[src/rtl/rr_stream_mux.sv]
// rr_stream_mux
//   N-channel, W-bit streaming multiplexer with a single registered output
//   stage. Two run-time modes pick the source channel: direct select
//   (mode=0, `sel` names the channel) and round-robin arbitration (mode=1,
//   priority rotates past the most recently granted channel). The module
//   counts completed output handshakes.
//
// Ports
//   clk        rising-edge clock
//   rst_n      asynchronous active-low reset
//   mode       0 = direct select, 1 = round-robin
//   sel        channel index used in mode 0 (values >= N never grant)
//   in_data    packed channel data, channel k at [k*W +: W]
//   in_valid   per-channel valid
//   in_ready   per-channel ready, at most one bit high (the granted channel)
//   out_data   registered data
//   out_chan   source channel of out_data
//   out_valid  output register holds data
//   out_ready  consumer accepts out_data
//   xfer_cnt   number of output handshakes, wraps at 2^CW
module rr_stream_mux #(
  parameter int N  = 4,
  parameter int W  = 4,
  parameter int CW = 16,
  localparam int SW = (N > 1) ? $clog2(N) : 1
) (
  input  logic              clk,
  input  logic              rst_n,
  input  logic              mode,
  input  logic [SW-1:0]     sel,
  input  logic [N*W-1:0]    in_data,
  input  logic [N-1:0]      in_valid,
  output logic [N-1:0]      in_ready,
  output logic [W-1:0]      out_data,
  output logic [SW-1:0]     out_chan,
  output logic              out_valid,
  input  logic              out_ready,
  output logic [CW-1:0]     xfer_cnt
);

  logic [W-1:0]  out_data_q,  out_data_d;
  logic [SW-1:0] out_chan_q,  out_chan_d;
  logic          out_valid_q, out_valid_d;
  logic [SW-1:0] last_q,      last_d;
  logic [CW-1:0] cnt_q,       cnt_d;

  logic          load_en;
  logic          dir_vld;
  logic          rr_vld;
  logic [SW-1:0] rr_idx;
  logic          gnt_vld;
  logic [SW-1:0] gnt_idx;
  logic [W-1:0]  gnt_data;
  logic          xfer_in;

  // The output register can take new data when empty or being drained.
  assign load_en = !out_valid_q || out_ready;

  // Direct select: comparing against every legal index excludes sel >= N
  // without an out-of-range bit select.
  always_comb begin
    dir_vld = 1'b0;
    for (int unsigned k = 0; k < N; k++) begin
      if (sel == SW'(k) && in_valid[k]) dir_vld = 1'b1;
    end
  end

  // Round-robin: each channel's distance from the position after last_q is
  // (k - last_q - 1) mod N; the valid channel with the smallest distance
  // wins. Rewritten from a rotating scan so every bit select is constant.
  always_comb begin : rr_search
    int unsigned d;
    int unsigned best_d;
    d      = 0;
    best_d = N;
    rr_vld = 1'b0;
    rr_idx = '0;
    for (int unsigned k = 0; k < N; k++) begin
      d = k + N - 32'(last_q) - 1;
      if (d >= N) d = d - N;
      if (in_valid[k] && d < best_d) begin
        best_d = d;
        rr_idx = SW'(k);
        rr_vld = 1'b1;
      end
    end
  end

  assign gnt_vld = mode ? rr_vld : dir_vld;
  assign gnt_idx = mode ? rr_idx : sel;
  assign xfer_in = gnt_vld && load_en;

  always_comb begin
    gnt_data = '0;
    in_ready = '0;
    for (int unsigned k = 0; k < N; k++) begin
      if (gnt_idx == SW'(k)) begin
        gnt_data    = in_data[k*W +: W];
        in_ready[k] = xfer_in;
      end
    end
  end

  always_comb begin
    out_data_d  = out_data_q;
    out_chan_d  = out_chan_q;
    out_valid_d = out_valid_q;
    last_d      = last_q;
    cnt_d       = cnt_q;
    if (load_en) begin
      if (xfer_in) begin
        out_data_d  = gnt_data;
        out_chan_d  = gnt_idx;
        out_valid_d = 1'b1;
        if (mode) last_d = gnt_idx;
      end else begin
        // Nothing to load: drop valid but keep the last data/channel visible.
        out_valid_d = 1'b0;
      end
    end
    if (out_valid_q && out_ready) cnt_d = cnt_q + CW'(1);
  end

  always_ff @(posedge clk or negedge rst_n) begin
    if (!rst_n) begin
      out_data_q  <= '0;
      out_chan_q  <= '0;
      out_valid_q <= 1'b0;
      last_q      <= SW'(N - 1);
      cnt_q       <= '0;
    end else begin
      out_data_q  <= out_data_d;
      out_chan_q  <= out_chan_d;
      out_valid_q <= out_valid_d;
      last_q      <= last_d;
      cnt_q       <= cnt_d;
    end
  end

  assign out_data  = out_data_q;
  assign out_chan  = out_chan_q;
  assign out_valid = out_valid_q;
  assign xfer_cnt  = cnt_q;

endmodule

[config.mk]
export PLATFORM = sky130hd
export DESIGN_NAME = rr_stream_mux
export DESIGN_NICKNAME = d
export VERILOG_FILES = /design/src/rtl/rr_stream_mux.sv
export SDC_FILE = /design/constraint.sdc
export NUM_CORES = 1
export LEC_CHECK = 0
export BUFFER_PORTS_ARGS = -buffer_cell sky130_fd_sc_hd__buf_2
export CORE_ASPECT_RATIO = 0.5
export CORE_MARGIN = 2
export CORE_UTILIZATION = 45
export DETAILED_ROUTE_END_ITERATION = 10
export PLACE_DENSITY_LB_ADDON = 0.15
export SLEW_MARGIN = 20
export SYNTH_ARGS = -nofsm -noshare
export SYNTH_HDL_FRONTEND = slang
export SYNTH_SLANG_ARGS = --single-unit
[constraint.sdc]
create_clock -name clk -period 10.05 [get_ports clk]
set_clock_uncertainty 0.15 [all_clocks]
set_input_delay 0.5025 -clock clk [delete_from_list [all_inputs] [get_ports clk]]
set_output_delay 0.5025 -clock clk [all_outputs]
set_load 0.005 [all_outputs]
# After elaboration in Yosys (flattened, before gate mapping)

Index checks and enable logic that the tools add are counted.

Output and inout bits: 27
Register bits after elaboration: 25

$add $sub $neg: 13
Equal/unequal tests: 6
Reductions and logical operators: 16
$lt $le $gt $ge: 8
Multiplexer cells: 29

Operators by type and width:

| cell                    | number |
|---|---|
| $mux W32                | 7 |
| $ge A32 B3 Y1 const B   | 4 |
| $lt A32 B32 Y1          | 3 |
| $lt A32 B3 Y1 const B   | 1 |
| $sub A5 B4 Y6 const B   | 4 |
| $sub A4 B2 Y5 const B   | 4 |
| $add A16 B1 Y16 const B | 1 |
| $mux W4                 | 4 |
| $sub A3 B2 Y4 const A   | 4 |
| $mux W1                 | 15 |
| $logic_and A1 B1 Y1     | 10 |
| $eq A2 B2 Y1 const B    | 4 |
| $mux W2                 | 3 |
| $eq A2 B1 Y1 const B    | 2 |
| $logic_not A2 Y1        | 2 |
| $reduce_and A3 Y1       | 1 |
| $reduce_and A2 Y1       | 1 |
| $logic_not A1 Y1        | 1 |
| $logic_or A1 B1 Y1      | 1 |

# Longest topological paths before layout

Word-level depth: 22
Gate-level depth with buffers: 28
Mapped depth without buffers: 26

# Least setup slack after synthesis

Ideal clock, no wire load.

Path type: register to output
From: register last_q[0]
To: output in_ready[1]
Arrival time: 5.280 ns
Setup slack: 4.118 ns
Stages on the path, launching flop included: 25
Data required time: 9.398 ns
Path buffers: 2
Cells stage by stage: dfstp_2 -> buf_6 -> inv_1 -> ha_1 -> mux2i_1 -> ha_1 -> o31ai_1 -> a21oi_1 -> nor2_1 -> nand2_1 -> ha_1 -> or4b_4 -> nor2_4 -> nand4bb_4 -> nand2_2 -> buf_6 -> nor2_1 -> a21oi_1 -> ha_1 -> or3b_2 -> o211ai_1 -> or2_2 -> a211oi_4 -> nor2_4 -> and3_1

Longest elaborated chain between the ends: 19
Elaborated cells between the ends (all ways): 43

RTL lines:

| element                                                    | RTL line | RTL |
|---|---|---|
| from (decl)                                                | 44       | `logic [SW-1:0] last_q, last_d;` |
| from (signal assigned)                                     | 129      | `last_q <= SW'(N - 1);` |
| from (signal assigned)                                     | 135      | `last_q <= last_d;` |
| $sub A3 B2 Y4                                              | 79       | `d = k + N - 32'(last_q) - 1;` |
| $sub A4 B2 Y5                                              | 79       |  |
| $ge A32 B3 Y1 / $sub A5 B4 Y6 (equally long branches)      | 80       | `if (d >= N) d = d - N;` |
| $mux W32                                                   | 80       |  |
| $lt A32 B3 Y1                                              | 81       | `if (in_valid[k] && d < best_d) begin` |
| $logic_and A1 B1 Y1                                        | 81       |  |
| $mux W32                                                   | 81       |  |
| $lt A32 B32 Y1                                             | 81       |  |
| (+3 left out)                                              | --       |  |
| $logic_and A1 B1 Y1                                        | 81       |  |
| $mux W32                                                   | 81       |  |
| $lt A32 B32 Y1                                             | 81       |  |
| $logic_and A1 B1 Y1                                        | 81       |  |
| $mux W2 / $mux W1 (equally long branches)                  | 81       |  |
| $mux W2 / $mux W1 (equally long branches)                  | 90, 89   |  |
| $eq A2 B1 Y1 / $logic_and A1 B1 Y1 (equally long branches) | 97, 91   |  |
| $mux W1 *                                                  | 97       | `if (gnt_idx == SW'(k)) begin` |
| to (decl)                                                  | 33       | `output logic [N-1:0] in_ready,` |

Mark *: on every way between the ends. The rest lies on a longest branch, timed or not.

# Worst setup path after layout

Ends and elaborated chain as after synthesis.

==> flow_summary_export.csv <==
group,metric,value,unit
timing,fin_crit,7140,ps
place,io_buffers,52,
clock_tree,numCtsBuffers,3,
synth,yosysSeqAreaShare,29.7,%
synth,yosys.area.top_type_share,27.2,%
synth,synth_area,0.00212,mm2
clock_tree,ctsResizeCount,0,
timing,rsz0062_at_grt,"false",
floorplanning,pin_count,53,
synth,synth_flop_cell,"dfrtp_1",
drt,dr_total_vias,1840,
pwr,irDropWorstVdd,179,uV
synth,ys_types,60,
floorplanning,start_util,47.4,%
worst_setup_path,critPathLaunchType,"flop",
synth,ys_warn_count,0,
synth,ys_ff_latch,25,
drt,drc,0,
clock_tree,cts_tree,"done",
drt,drt_wl_total,4890,um
worst_setup_path,cp_num_buf_inv,2,
layout,finish.utilization,55.3,%
layout,finalNetCount,324,
synth,synthTopCellsByArea,"dfrtp_1 27%, ha_1 14%, xnor2_1 4.6%, nand2_1 3.5%, a21oi_1 3.1%",
place,place_congestion,0.867,
worst_setup_path,cp_max_fo,12,
clock_tree,holdBufCountCts,0,
drt,drtAntennaViolNets,0,
clock_tree,clkSinkCount,25,
worst_setup_path,cp-end-kind,"primary output",
layout,ff_latch_area,628,um2
timing,whs,50.6,ps
floorplanning,core,0.00447,mm2
drt,first_iter_violations,56,
worst_setup_path,cp_slowest_cell,"dfstp_2",
clock_tree,clk_latency,270,ps
layout,drive_gt1_share,29.3,%
synth,postSynthAreaPerCell,9.76,um2
pwr,p_leak,0.00117,uW
synth,synth_top_area_cell,"dfrtp_1",
floorplanning,die_h,52.5,um
worst_setup_path,startpoint,"last_q[0]",
timing,fmax,140,MHz
layout,multi_input_comb_area,0.00144,mm2
clock_tree,cts_root_buffer,"clkbuf_8",
floorplanning,num_rows,17,
pwr,power_density,356,mW/mm2
synth,synth-edff-count,0,
clock_tree,clk_pin_slew,90,ps
worst_setup_path,r2r-start,"last_q[0]",
clock_tree,clk_path_buf_depth,2,
global_routing,grt_pass1_vias,1813,
worst_setup_path,critical_path.top_delay_family,"simple AND/OR/NAND/NOR gates",
place,dp_hpwl,3920,um
timing,fin_tns_setup,0,ps
synth,synth_cells,217,
floorplanning,floorplan.die_area,0.00530,mm2
global_routing,grt_max_degree,26,
timing,max_slew.worst_pin.slew,530,ps
global_routing,grt_overflow,0,
flow_run,maxCapViolations,0,
drt,drt_pass1_iterations,4,
outcome,status,"completed",
floorplanning,dieWidth,101,um
layout,area_delta_synth_final,16.6,%
timing,max_slew_margin,64.7,%
worst_setup_path,path_class,"reg2out",
worst_setup_path,crit_top_cell,"ha_1",
drt,wire_per_inst,14.8,um
global_routing,grt_pass1_wl,8020,um
worst_setup_path,max_stage_delay,660,ps
timing,drv_slew,0,
synth,synthArstFlopShare,100,%
timing,setup_viol,0,
worst_setup_path,arrival,6490,ps
timing,hold_violations,0,
hold_path,hold_path_class,"in2async",
global_routing,track_usage,19.0,%
worst_setup_path,required,9400,ps
timing,period_share,71.1,%
drt,via_per_inst,5.58,
clock_tree,cts_setup_buffers,0,
layout,nFillCells,418,
layout,antenna_cells,0,
clock_tree,htree_levels,1,
global_routing,grt_antenna_before_repair,0,
-- metrics by stage --
| stage | cells | power (uW) | cell area [um2] | setup slack [ps] |
|---|---|---|---|---|
| finish | 330 | 880 | 2470 | 2910 |
| detailed placement | 326 | 815 | 2420 | 3250 |
| global route | 330 | 966 | 2470 | 2350 |
| floorplan | 221 | 683 | 2130 | 4120 |
| CTS | 330 | 879 | 2470 | 2910 |
| global placement | 326 | 812 | 2420 | 3330 |
-- worst paths after layout --
path / end / slack, ps / cells after the start
worst max-delay path: in_ready[1] / 2910 / 26
worst min-delay path: xfer_cnt[15] / 50 / 1
worst max register to register: out_data[2] / 3450 / 25
worst min register to register: xfer_cnt[15] / 330 / 1
max in group asynchronous: last_q[1] / 9320 / 1
min in group clk: xfer_cnt[15] / 330 / 1
-- cell usage after synthesis (3+ instances only) --
master,number
a21oi_1,13
a221oi_1,4
and3_1,5
buf_6,3
dfrtp_1,23
ha_1,24
inv_1,6
mux2_4,3
mux2i_1,6
nand2_1,20
nand3_1,8
nor2_1,14
o211ai_1,3
o21ai_1,3
o22ai_1,4
o31ai_1,3
xnor2_1,11
xor2_1,6
-- area by class of cell --
| class | instances | share of cell area, % |
|---|---|---|
| Tap cell | 57 | 2.89 |
| Clock inverter | 1 | 0.203 |
| Sequential cell | 25 | 25.4 |
| Clock buffer | 3 | 1.67 |
| Multi-Input combinational cell | 186 | 58.3 |
| Timing Repair Buffer | 52 | 10.5 |
| Inverter | 6 | 0.912 |
-- cells in the final DEF, fill, tap and decap left out, types with 4 or more instances in the layout --
master | netlist | layout
a21oi_1 | 13 | 13
a221oi_1 | 4 | 4
and3_1 | 5 | 5
buf_2 | 0 | 52
conb_1 | 2 | 6
dfrtp_1 | 23 | 23
ha_1 | 24 | 24
inv_1 | 6 | 6
mux2i_1 | 6 | 6
nand2_1 | 20 | 20
nand3_1 | 8 | 8
nor2_1 | 14 | 14
o22ai_1 | 4 | 4
xnor2_1 | 11 | 11
xor2_1 | 6 | 6
-- sequential cells by signal, indices dropped and copies added (netlist names) --
| name | cells |
|---|---|
| last_q | 2 |
| out_chan | 2 |
| out_data | 4 |
| out_valid | 1 |
| xfer_cnt | 16 |
-- power breakdown --
| group | switching (uW) | internal [uW] | leakage (uW) |
|---|---|---|---|
| sequential | 31.8 | 135 | 0.000310 |
| clock | 31.1 | 27.7 | 0.0000255 |
| combinational | 374 | 280 | 0.000840 |
-- metal layers --
metal  share of wire (%)  track usage [%]  wire length, um
met1                  47             23.7             2300
met2                  48             34.9             2330
met3                 5.0             4.40              245
met4                0.20             2.70               10
met5                   0                0                0
-- logic make-up (layout without fill, tap and decap cells) --
kind of cell	after synthesis	after routing	synth area share [%]
XOR/XNOR	17	17	7.03
AO/OA/AOI/OAI	51	51	17.7
multiplexers	11	11	6.56
other	2	6	0.355
AND/OR/NAND/NOR	77	77	21.5
adder cells (fa/ha/maj)	24	24	14.2
flip-flops	25	25	29.7
buffers and inverters	10	62	3.01
(Power assumes the default switching activity.)
